==> config.mk <==
export PLATFORM = sky130hd
export DESIGN_NAME = ext_code_loader
export DESIGN_NICKNAME = d
export VERILOG_FILES = /design/src/rtl/ext_code_loader.sv
export SDC_FILE = /design/constraint.sdc
export NUM_CORES = 1
export LEC_CHECK = 0
export ABC_AREA = 1
export BUFFER_PORTS_ARGS = -buffer_cell sky130_fd_sc_hd__buf_2
export CORE_MARGIN = 5
export CORE_UTILIZATION = 62
export DETAILED_ROUTE_END_ITERATION = 6
export PLACE_DENSITY = 0.8
export SYNTH_ARGS = -nofsm -noshare
export SYNTH_HDL_FRONTEND = slang
export SYNTH_SLANG_ARGS = --single-unit
export TNS_END_PERCENT = 10
==> constraint.sdc <==
create_clock -name iClk -period 4.89 [get_ports iClk]
set_input_delay 0.489 -clock iClk [delete_from_list [all_inputs] [get_ports iClk]]
set_output_delay 0.489 -clock iClk [all_outputs]
set_load 0.05 [all_outputs]
==> src/rtl/ext_code_loader.sv <==
// ext_code_loader: framed host byte stream -> shadow code buffer -> clear + SET_FLAG/SET_DATA replay.
// Define LOADER_CHKSUM_EN to build the trailing checksum byte and CHK state.
module ext_code_loader #(
   parameter int DEPTH   = 8,
   parameter int SET_GAP = 2,
   parameter int TIMEOUT = 100000
) (
   input  logic        iClk,
   input  logic        iRst_n,
   input  logic [7:0]  iByte,
   input  logic        iByteValid,
   output logic        oByteReady,
   output logic        oTblRst,
   output logic        oSET_FLAG,
   output logic [31:0] oSET_DATA,
   output logic        oBusy,
   output logic        oDone,
   output logic        oErr,
   output logic [1:0]  oErrCode
);
   localparam int IW = (DEPTH > 1) ? $clog2(DEPTH) : 1;
   localparam int GW = (SET_GAP > 1) ? $clog2(SET_GAP) : 1;
   localparam int TW = (TIMEOUT > 0) ? $clog2(TIMEOUT + 1) : 1;
   localparam logic [7:0] HDR = 8'hA5;

   typedef enum logic [3:0] {
      S_IDLE, S_CNT, S_DATA, S_CHK, S_CLR, S_SETUP, S_PULSE, S_HOLD, S_DONE
   } state_t;

   state_t        state_q, state_d;
   logic [IW-1:0] last_q, last_d;
   logic [IW-1:0] idx_q, idx_d;
   logic [1:0]    bcnt_q, bcnt_d;
   logic [23:0]   asm_q, asm_d;
   logic [GW-1:0] gap_q, gap_d;
   logic [TW-1:0] to_q, to_d;
   logic [31:0]   shadow_q [DEPTH];
   logic          shadow_we;
   logic [31:0]   shadow_wdata;
   logic          xfer;
`ifdef LOADER_CHKSUM_EN
   logic [7:0]    chk_q, chk_d;
`endif

   logic          rdy_q, rdy_d;
   logic          tblrst_q, tblrst_d;
   logic          flag_q, flag_d;
   logic [31:0]   data_q, data_d;
   logic          busy_q, busy_d;
   logic          done_q, done_d;
   logic          err_q, err_d;
   logic [1:0]    code_q, code_d;

   always_comb begin
      state_d      = state_q;
      last_d       = last_q;
      idx_d        = idx_q;
      bcnt_d       = bcnt_q;
      asm_d        = asm_q;
      gap_d        = gap_q;
      to_d         = to_q;
      shadow_we    = 1'b0;
      shadow_wdata = {iByte, asm_q};
      err_d        = 1'b0;
      code_d       = code_q;
      data_d       = data_q;
      xfer         = iByteValid && rdy_q;
`ifdef LOADER_CHKSUM_EN
      chk_d        = chk_q;
`endif

      case (state_q)
         S_IDLE: begin
            if (xfer && iByte == HDR) state_d = S_CNT;
         end
         S_CNT: begin
            if (xfer) begin
               if (iByte == 8'd0 || iByte > 8'(DEPTH)) begin
                  err_d   = 1'b1;
                  code_d  = 2'd1;
                  state_d = S_IDLE;
               end else begin
                  last_d  = IW'(iByte - 8'd1);
                  idx_d   = '0;
                  bcnt_d  = '0;
`ifdef LOADER_CHKSUM_EN
                  chk_d   = iByte;
`endif
                  state_d = S_DATA;
               end
            end
         end
         S_DATA: begin
            if (xfer) begin
               // Bytes arrive LSB first, so each one shifts in from the top.
               asm_d  = {iByte, asm_q[23:8]};
               bcnt_d = bcnt_q + 2'd1;
`ifdef LOADER_CHKSUM_EN
               chk_d  = chk_q ^ iByte;
`endif
               if (bcnt_q == 2'd3) begin
                  shadow_we = 1'b1;
                  idx_d     = idx_q + 1'b1;
                  if (idx_q == last_q) begin
`ifdef LOADER_CHKSUM_EN
                     state_d = S_CHK;
`else
                     state_d = S_CLR;
`endif
                  end
               end
            end
         end
`ifdef LOADER_CHKSUM_EN
         S_CHK: begin
            if (xfer) begin
               if (iByte != chk_q) begin
                  err_d   = 1'b1;
                  code_d  = 2'd2;
                  state_d = S_IDLE;
               end else begin
                  state_d = S_CLR;
               end
            end
         end
`endif
         S_CLR: begin
            idx_d   = '0;
            gap_d   = '0;
            state_d = S_SETUP;
         end
         S_SETUP: begin
            if (gap_q == GW'(SET_GAP - 1)) begin
               gap_d   = '0;
               state_d = S_PULSE;
            end else begin
               gap_d = gap_q + 1'b1;
            end
         end
         S_PULSE: begin
            state_d = S_HOLD;
         end
         S_HOLD: begin
            if (gap_q == GW'(SET_GAP - 1)) begin
               gap_d = '0;
               if (idx_q == last_q) begin
                  state_d = S_DONE;
               end else begin
                  idx_d   = idx_q + 1'b1;
                  state_d = S_SETUP;
               end
            end else begin
               gap_d = gap_q + 1'b1;
            end
         end
         S_DONE: begin
            state_d = S_IDLE;
         end
         default: begin
            state_d = S_IDLE;
         end
      endcase

      // Inter-byte watchdog only while a frame is being received.
      if (state_q == S_CNT || state_q == S_DATA || state_q == S_CHK) begin
         if (xfer) begin
            to_d = '0;
         end else begin
            if (to_q != '1) to_d = to_q + 1'b1;
            if (TIMEOUT != 0 && to_d == TW'(TIMEOUT)) begin
               err_d   = 1'b1;
               code_d  = 2'd3;
               state_d = S_IDLE;
            end
         end
      end else begin
         to_d = '0;
      end

      rdy_d    = (state_d == S_IDLE) || (state_d == S_CNT) ||
                 (state_d == S_DATA) || (state_d == S_CHK);
      busy_d   = !((state_d == S_IDLE) || (state_d == S_DONE));
      tblrst_d = (state_d == S_CLR);
      flag_d   = (state_d == S_PULSE);
      done_d   = (state_d == S_DONE);
      if (state_d == S_SETUP) begin
         data_d = shadow_q[idx_d];
      end else if (state_d == S_DONE) begin
         data_d = '0;
      end
   end

   always_ff @(posedge iClk) begin
      if (!iRst_n) begin
         state_q  <= S_IDLE;
         last_q   <= '0;
         idx_q    <= '0;
         bcnt_q   <= '0;
         gap_q    <= '0;
         to_q     <= '0;
         rdy_q    <= 1'b0;
         tblrst_q <= 1'b0;
         flag_q   <= 1'b0;
         data_q   <= '0;
         busy_q   <= 1'b0;
         done_q   <= 1'b0;
         err_q    <= 1'b0;
         code_q   <= '0;
      end else begin
         state_q  <= state_d;
         last_q   <= last_d;
         idx_q    <= idx_d;
         bcnt_q   <= bcnt_d;
         gap_q    <= gap_d;
         to_q     <= to_d;
         rdy_q    <= rdy_d;
         tblrst_q <= tblrst_d;
         flag_q   <= flag_d;
         data_q   <= data_d;
         busy_q   <= busy_d;
         done_q   <= done_d;
         err_q    <= err_d;
         code_q   <= code_d;
      end
   end

   // Frame payload storage carries no reset; a new frame always overwrites it.
   always_ff @(posedge iClk) begin
      asm_q <= asm_d;
      if (shadow_we) shadow_q[idx_q] <= shadow_wdata;
`ifdef LOADER_CHKSUM_EN
      chk_q <= chk_d;
`endif
   end

   assign oByteReady = rdy_q;
   assign oTblRst    = tblrst_q;
   assign oSET_FLAG  = flag_q;
   assign oSET_DATA  = data_q;
   assign oBusy      = busy_q;
   assign oDone      = done_q;
   assign oErr       = err_q;
   assign oErrCode   = code_q;
endmodule
==> results.cfg, run 1 <==
[outcome]
status = finished, final reports clean

[sta]
fin_crit_ns = 3.58
slew_violations = 0
fin_hold_ws_ns = 0.279
rsz0062_at_grt = false
setup-violations-final = 0
finalSetupTns_ns = 0
fmax_mhz = 279
period_share_pct = 73.2
relSlewSlack_pct = 25.3
worst_pin_slew_ns = 1.12
hold_violations = 0
fin_worst_skew_ns = 0.0121

[critical_path]
r2r_cells = 17
required_ns = 5.34
critPathMostFrequentCell = nand2_1
cpMaxStageDelayCell = nand2_4
critPathArrivalTime_ns = 4.03
path_depth = 17
cp-startpoint = idx_q[0]
worstReg2RegEnd = oSET_DATA[27]
crit_end = oSET_DATA[27]
r2r_slack_ns = 1.31
critPathCaptureType = flop
start_kind = flop
reg2reg_from = idx_q[0]
crit_buf_inv = 3
critPathTopFamily = simple AND/OR/NAND/NOR gates
cp_cell_sequence = inv_2 > nand2_1 > nand2_1 > nand3_2 > nand2_2 > nand2_2 > nand4_4 > nand2_4 > buf_4 > nand2_1 > nand3_1 > nand2_1 > nand2_1 > nand2_1 > clkinv_1 > nand2_1 > a21oi_1
crit_type = reg -> reg
slowest_delay_ns = 0.86
critPathMaxFanout = 74

[cts]
cts_resized = 0
cts_buffers = 36
root_buffer = clkbuf_16
cts-htree-levels = 2
path_clk_slew_ns = 0.06
post-cts-setup-buffers = 0
numClockSinks = 350
clock_latency_ns = 0.52
tritoncts = built
clock_tree.buffer_depth = 3
cts_hold_buffers = 0

[global_routing]
grtUsageTotal_pct = 27.5
grt-ovfl-total = 0
antenna_found_initial = 0
grt_max_degree = 94
grt_pass1_vias = 10533
grt_pass1_wl_mm = 56.8

[logic_synthesis]
ys_seq_elements = 350
yosysWarnings = 0
synth_cells = 1400
synth_cell_types = 44
synth_edf_count = 280
syn-num-nets = 1417
synthFlopType = edfxtp_1
syn_avg_cell_area_um2 = 10.5
synthesis.area_um2 = 14700
synthArstFlopShare_pct = 0
ys_seq_area_share_pct = 66.7

[finish]
area_delta_synth_final_pct = 10.8
diodes = 0
fillCellCount = 1721
drive_above_1_share_pct = 12.1
final_nets = 1449
most-common-layout-cells = nand2_1, nand3_1, edfxtp_1
regArea_um2 = 9810
fin_cells = 1779
final_common_cell = nand2_1
multi_input_area_um2 = 4220

[floorplanning]
num_rows = 56
dieHeight_um = 164
fp.coreArea_um2 = 23400
start_util_pct = 62.9
die_area_um2 = 26900
ios = 51
die_x_um = 164

[placement]
dp_hpwl_mm = 19.5
portBuffers = 50
dp.cells = 1713
finalWeightedCongestion = 0.886

[power]
power_frac_comb_pct = 0.7
leakagePower_uw = 0.00617
power_density_nw_per_um2 = 359
sw_frac_of_total_pct = 19.5
seqPwrFrac_pct = 54.3
power.switching_uw = 1140
p_int_uw = 4720
vdd.ir_drop.worst_v = 0.000291
p_clk_share_pct = 45.0

[routing]
final_antenna_net_count = 0
detail_route.wirelength_mm = 36.3
wl_per_cell_um = 20.4
first_iter_violations = 1335
viasPerCell = 6.00
dr.pass1.iters = 5
route.detailed.drc = 0
dr_total_vias = 10678

[run]
max_cap_viol_count = 0

[hold_path]
hold_path_class = in -> reg
## per-stage QoR
| stage | power (uW) | area [um^2] | setup WS (ns) | util [%] |
|---|---|---|---|---|
| after floorplan | 3260 | 14700 | 1.02 | - |
| final | 5860 | 16300 | 1.31 | 69.7 |
| after CTS | 5870 | 16300 | 1.39 | 69.7 |
| after global placement | 3280 | 15200 | 1.16 | 64.8 |
| after detailed placement | 3280 | 15200 | 1.08 | 64.8 |
| after global routing | 6010 | 16300 | 1.02 | 69.7 |
## cell usage after synthesis (3+ instances only)
master	count	share of area, %
clkbuf_1	20	0.51
nor2_4	3	0.23
nor2_2	4	0.17
nor2_1	52	1.3
buf_2	40	1.4
nand2_1	368	9.4
xor2_1	3	0.18
nand3_1	332	11
a21oi_2	3	0.18
o21ai_0	8	0.27
xnor2_1	7	0.42
buf_4	12	0.61
ha_1	6	0.51
nand3_2	3	0.20
inv_2	12	0.31
buf_6	3	0.23
nand2_2	8	0.34
clkinv_1	18	0.46
inv_1	59	1.5
dfxtp_1	70	9.5
a21oi_1	43	1.5
nor3_1	12	0.41
nand4_1	5	0.21
edfxtp_1	280	57
## worst min path at each step
stage                startpoint         endpoint  cells after the start
floorplan             bcnt_q[1]        bcnt_q[1]                      2
global placement    oErrCode[1]      oErrCode[1]                      2
detailed placement  oErrCode[1]      oErrCode[1]                      2
CTS                    iByte[1]  shadow_q[5][25]                      1
global route           iByte[1]  shadow_q[5][25]                      1
finish                 iByte[1]  shadow_q[5][25]                      1
## sequential cells by signal, summed over array words and instances (netlist names), 2 cells and up
signal and cells:
shadow_q 256, oSET_DATA 32, asm_q 24, to_q 17
state_q 4, idx_q 3, last_q 3, bcnt_q 2
oErrCode 2
## kinds of logic (layout without fill, tap and decap cells)
kind of cell / count (synthesis) / count (layout) / share of synthesized area, %
xor gates and xnor gates: 10 / 10 / 0.595
AOI/OAI and AO/OA: 72 / 72 / 2.83
DFF: 350 / 350 / 66.7
adders and majority gates: 6 / 6 / 0.510
and+or+nand+nor: 795 / 795 / 24.3
buffers and inverters: 167 / 227 / 5.09
## layout make-up
class | count | share of cell area, %
inverter | 89 | 2.05
timing repair buffer | 72 | 2.55
tap | 319 | 2.45
sequential | 350 | 60.1
multi-input combinational | 883 | 25.9
clock buffer | 45 | 5.98
clock inverter | 21 | 0.989
## layer usage
metal	global-route usage, %	part of all wire [%]	wire, um
met5	0	0	0
met4	9.49	3.1	1130
met3	4.94	10	3750
met2	46.2	49	17800
met1	36.3	38	13700
## power by group through the flow
| stage | clock network [uW] | logic (uW) | registers, uW |
|---|---|---|---|
| finish | 2640 | 38.6 | 3180 |
| detailed placement | 0 | 37.2 | 3240 |
| CTS | 2650 | 37.4 | 3180 |
| floorplan | 0 | 12.8 | 3250 |
| global placement | 0 | 36.4 | 3240 |
| global route | 2790 | 41.1 | 3180 |
Note: power is estimated with default switching activity, not from simulation.
==> run 2: changes to the inputs <==
Clock period 4.89 ns to 3.35 ns, I/O delays scaled along.
==> run 2 against run 1 <==
  * Fmax is 17% higher
  * Register-to-register slack worse by 1.0 ns
  * Non-clock buffer count is 12 higher
  * Highest routed layer unchanged
==> results.cfg, run 2 (synthesis gave the netlist of run 1 again) <==
[floorplanning]
start_util_pct = 62.9
ios = 51
num_rows = 56
die_x_um = 164
fp.coreArea_um2 = 23400
dieHeight_um = 164
die_area_um2 = 26900

[cts]
numClockSinks = 350
root_buffer = clkbuf_16
path_clk_slew_ns = 0.06
post-cts-setup-buffers = 0
cts_hold_buffers = 0
clock_latency_ns = 0.51
cts-htree-levels = 2
cts_buffers = 36
tritoncts = built
clock_tree.buffer_depth = 3
cts_resized = 0

[placement]
place_area_um2 = 15300
dp_hpwl_mm = 20.7
portBuffers = 50
finalWeightedCongestion = 0.885

[finish]
diodes = 0
largest_reg_flops = 256
final_nets = 1461
area_delta_synth_final_pct = 11.5
fillCellCount = 1648
largest_register = shadow_q
stdcell_area_um2 = 16400
drive_above_1_share_pct = 12.3
most-common-layout-cells = nand2_1, nand3_1, edfxtp_1
final_common_cell = nand2_1

[global_routing]
grt_pass1_vias = 10823
grt_max_degree = 126
antenna_found_initial = 0
grt-ovfl-total = 0
grt_pass1_wl_mm = 58.8
grtUsageTotal_pct = 28.4

[routing]
first_iter_violations = 1414
detail_route.wirelength_mm = 37.8
final_antenna_net_count = 0
wl_per_cell_um = 21.1
route.detailed.drc = 0
dr.pass1.iters = 6
dr_total_vias = 10906
viasPerCell = 6.10

[critical_path]
critPathArrivalTime_ns = 3.47
start_kind = flop
critPathMaxFanout = 17
cp_cell_sequence = ha_1 > nand3_2 > inv_2 > nand2_4 > nor2_4 > nand2_2 > nor2_1 > a21oi_2 > nand2_2 > nor2_4 > nand3_4 > nand4_4 > inv_2 > buf_4 > nand2_1 > a21oi_1
slowest_delay_ns = 0.44
cpMaxStageDelayCell = inv_2
crit_type = reg -> reg
critPathCaptureType = flop
required_ns = 3.77

[power]
leakagePower_uw = 0.00621
power_uw = 8460
power.switching_uw = 1620
sw_frac_of_total_pct = 19.2
power_density_nw_per_um2 = 515
seqPwrFrac_pct = 54.9
p_clk_share_pct = 44.5
power_frac_comb_pct = 0.7
p_int_uw = 6840
vdd.ir_drop.worst_v = 0.000474

[sta]
finalSetupTns_ns = 0
period_share_pct = 91.0
relSlewSlack_pct = 39.5
worst_pin_slew_ns = 0.906
slew_violations = 0
setup-violations-final = 0
fin_worst_skew_ns = 0.0168
hold_violations = 0
fmax_mhz = 328
fin_crit_ns = 3.05
rsz0062_at_grt = false

[run]
max_cap_viol_count = 0

[hold_path]
hold_path_class = in -> reg

[outcome]
status = finished, final reports clean
run 2: path summary, 6_finish.rpt:
path	start	slack, ns	depth (start not counted)	end
min reg2reg	oErrCode[1]	0.47	2	oErrCode[1]
min	iRst_n	0.13	3	oByteReady
max	to_q[0]	0.30	16	oSET_DATA[31]
max reg2reg	to_q[0]	0.30	16	oSET_DATA[31]
run 2: area by class of cell:
class                           instances  area (um^2)  share of cell area (%)
Sequential cell                       350         9810                    59.8
Multi-Input combinational cell        883         4220                    25.7
Clock buffer                           55         1020                    6.24
Timing Repair Buffer                   84          556                    3.38
Tap cell                              319          399                    2.43
Inverter                               89          334                    2.04
Clock inverter                          9         75.1                   0.457
run 2: critical path: cells and delay by family (launching register included):
kind / cells / cell delay [ns]
flops: 1 / 0.39
buf+inv: 3 / 0.87
simple gates: 10 / 1.19
fa+ha+maj: 1 / 0.26
compound gates: 2 / 0.23
run 2: power by group through the flow:
stage	clock [uW]	combinational (uW)	sequential (uW)
6_report	3760	55.8	4640
5_1_grt	3970	59.0	4640
4_1_cts	3770	54.5	4640
3_5_place_dp	0	54.1	4730
3_3_place_gp	0	52.9	4730
2_1_floorplan	0	18.7	4740
run 2: routing by layer:
layer	GRT usage, %	part of all wire [%]	up-vias
li1	-	-	4921
met1	37.5	37	5263
met2	47.3	49	636
met3	5.37	10	86
met4	10.6	3.2	0
met5	0	0	-
run 2: through the flow:
stage	setup slack (ns)	hold slack [ns]	cells	utilization [%]
after floorplan	-0.525	0.434	1400	-
after global placement	0.495	0.456	1725	65.4
after detailed placement	0.394	0.462	1725	65.4
after CTS	0.361	0.119	1789	70.1
after global routing	0.137	0.128	1789	70.1
final	0.301	0.127	1789	70.1
==> run 3: changes to the inputs <==
Settings changed: CTS_BUF_LIST from default to sky130_fd_sc_hd__clkbuf_8 sky130_fd_sc_hd__clkbuf_16, GPL_TIMING_DRIVEN from default to 0.
==> run 3 against run 2 <==
  * Die area did not move
  * Largest cell class unchanged
  * Utilization is 1.7 points higher
  * Worst hold slack improved by 0.0082 ns
  * Sequential share of layout area fell by 1.4 points
  * Global-route usage grew 0.50 points
  * Critical path type unchanged
  * Final cell count grew 3.3%
  * Power up 1.6%
  * Via count rose by 3.1%
  * Fmax is 8.9% higher
  * Non-clock buffer count up 64
==> results.cfg, run 3 (synthesis gave the netlist of run 1 again) <==
[outcome]
status = finished, final reports clean

[cts]
cts_buffers = 35
tritoncts = built
numClockSinks = 350
cts_hold_buffers = 0
cts_resized = 0
cts-htree-levels = 2
clock_tree.buffer_depth = 3
post-cts-setup-buffers = 0
path_clk_slew_ns = 0.06
clock_latency_ns = 0.52
root_buffer = clkbuf_16

[sta]
fin_worst_skew_ns = 0.0179
worst_pin_slew_ns = 1.03
rsz0062_at_grt = false
setup-violations-final = 0
hold_violations = 0
slew_violations = 0
fin_crit_ns = 2.80
relSlewSlack_pct = 30.7
period_share_pct = 83.6
fmax_mhz = 357

[routing]
dr_total_vias = 11242
wl_per_cell_um = 20.9
dr.pass1.iters = 6
viasPerCell = 6.08
detail_route.wirelength_mm = 38.6
route.detailed.drc = 0
final_antenna_net_count = 0
first_iter_violations = 1508

[finish]
area_delta_synth_final_pct = 14.2
largest_reg_flops = 256
fin_cells = 1848
final_common_cell = nand2_1
diodes = 0
fillCellCount = 1596
drive_above_1_share_pct = 14.6
utilization_pct = 71.8
final_nets = 1524
most-common-layout-cells = nand2_1, nand3_1, edfxtp_1
largest_register = shadow_q

[run]
max_cap_viol_count = 0

[global_routing]
grtUsageTotal_pct = 28.9
grt_pass1_vias = 10884
grt_pass1_wl_mm = 59.3
grt_max_degree = 26
grt-ovfl-total = 0
antenna_found_initial = 0

[critical_path]
critPathCaptureType = flop
critPathArrivalTime_ns = 3.24
start_kind = flop
critPathMaxFanout = 10
required_ns = 3.79
crit_type = reg -> reg

[placement]
dp_hpwl_mm = 25.6
portBuffers = 50
dp.cells = 1789
finalWeightedCongestion = 0.892

[power]
power.switching_uw = 1640
p_clk_share_pct = 45.3
seqPwrFrac_pct = 54.0
vdd.ir_drop.worst_v = 0.000572
power_density_nw_per_um2 = 511
sw_frac_of_total_pct = 19.1
leakagePower_uw = 0.00646
p_int_uw = 6950
power_frac_comb_pct = 0.7

[floorplanning]
dieHeight_um = 164
num_rows = 56
die_area_um2 = 26900
ios = 51
die_x_um = 164
start_util_pct = 62.9
fp.coreArea_um2 = 23400

[hold_path]
hold_path_class = in -> reg
-- run 3: routing by layer --
metal  part of all wire, %  wire [um]  GRT usage [%]  up-vias
met2                    48      18700           47.7      730
met4                   4.7       1800           14.0        0
met3                    10       4010           4.87      141
met5                     0          0              0        -
li1                      -          -              -     5041
met1                    37      14100           37.6     5330
-- run 3: metrics by stage --
| stage | TNS, ns | worst slack [ns] | total power (uW) | area (um^2) | hold slack, ns |
|---|---|---|---|---|---|
| floorplan | -100.08 | -0.525 | 4760 | 14700 | 0.434 |
| global placement | -419.63 | -2.36 | 4790 | 15400 | 0.454 |
| detailed placement | 0 | 0.428 | 4790 | 15700 | 0.461 |
| CTS | 0 | 0.601 | 8590 | 16800 | 0.126 |
| global route | 0 | 0.362 | 8790 | 16800 | 0.148 |
| finish | 0 | 0.551 | 8590 | 16800 | 0.136 |
-- run 3: critical path, stage by stage (launching register included) --
cell,delay [ns]
dfxtp_1,0.37
ha_1,0.18
inv_1,0.06
nor2_1,0.22
nand2_1,0.16
nand2_1,0.12
nand2_1,0.08
nand2_2,0.20
clkbuf_1,0.52
nand3_1,0.18
nand3_1,0.15
nand2_1,0.07
nand2_1,0.08
nand2_1,0.12
clkinv_1,0.07
nand2_1,0.04
a21oi_1,0.11
-- run 3: worst paths after layout --
check | startpoint | depth (start not counted) | end | slack [ns]
max | bcnt_q[0] | 16 | oSET_DATA[16] | 0.55
min | iRst_n | 3 | oByteReady | 0.14
max reg2reg | bcnt_q[0] | 16 | oSET_DATA[16] | 0.55
min reg2reg | oErrCode[1] | 2 | oErrCode[1] | 0.47
-- run 3: area by class of cell --
type	count	area (um^2)	share of cell area, %
clock buffers	37	926	5.51
plain buffers	78	415	2.47
flip-flops and latches	350	9810	58.3
inverters	89	334	1.99
repair buffers	70	512	3.04
clock inverters	22	206	1.23
well taps	319	399	2.37
multi-input cells	883	4210	25.0
-- run 3: power groups by stage --
stage,combinational [uW],sequential (uW),clock [uW]
after global placement,53.0,4730,0
final,56.0,4640,3890
after CTS,55.0,4640,3890
after floorplan,18.7,4740,0
after global routing,60.9,4640,4090
after detailed placement,54.5,4730,0
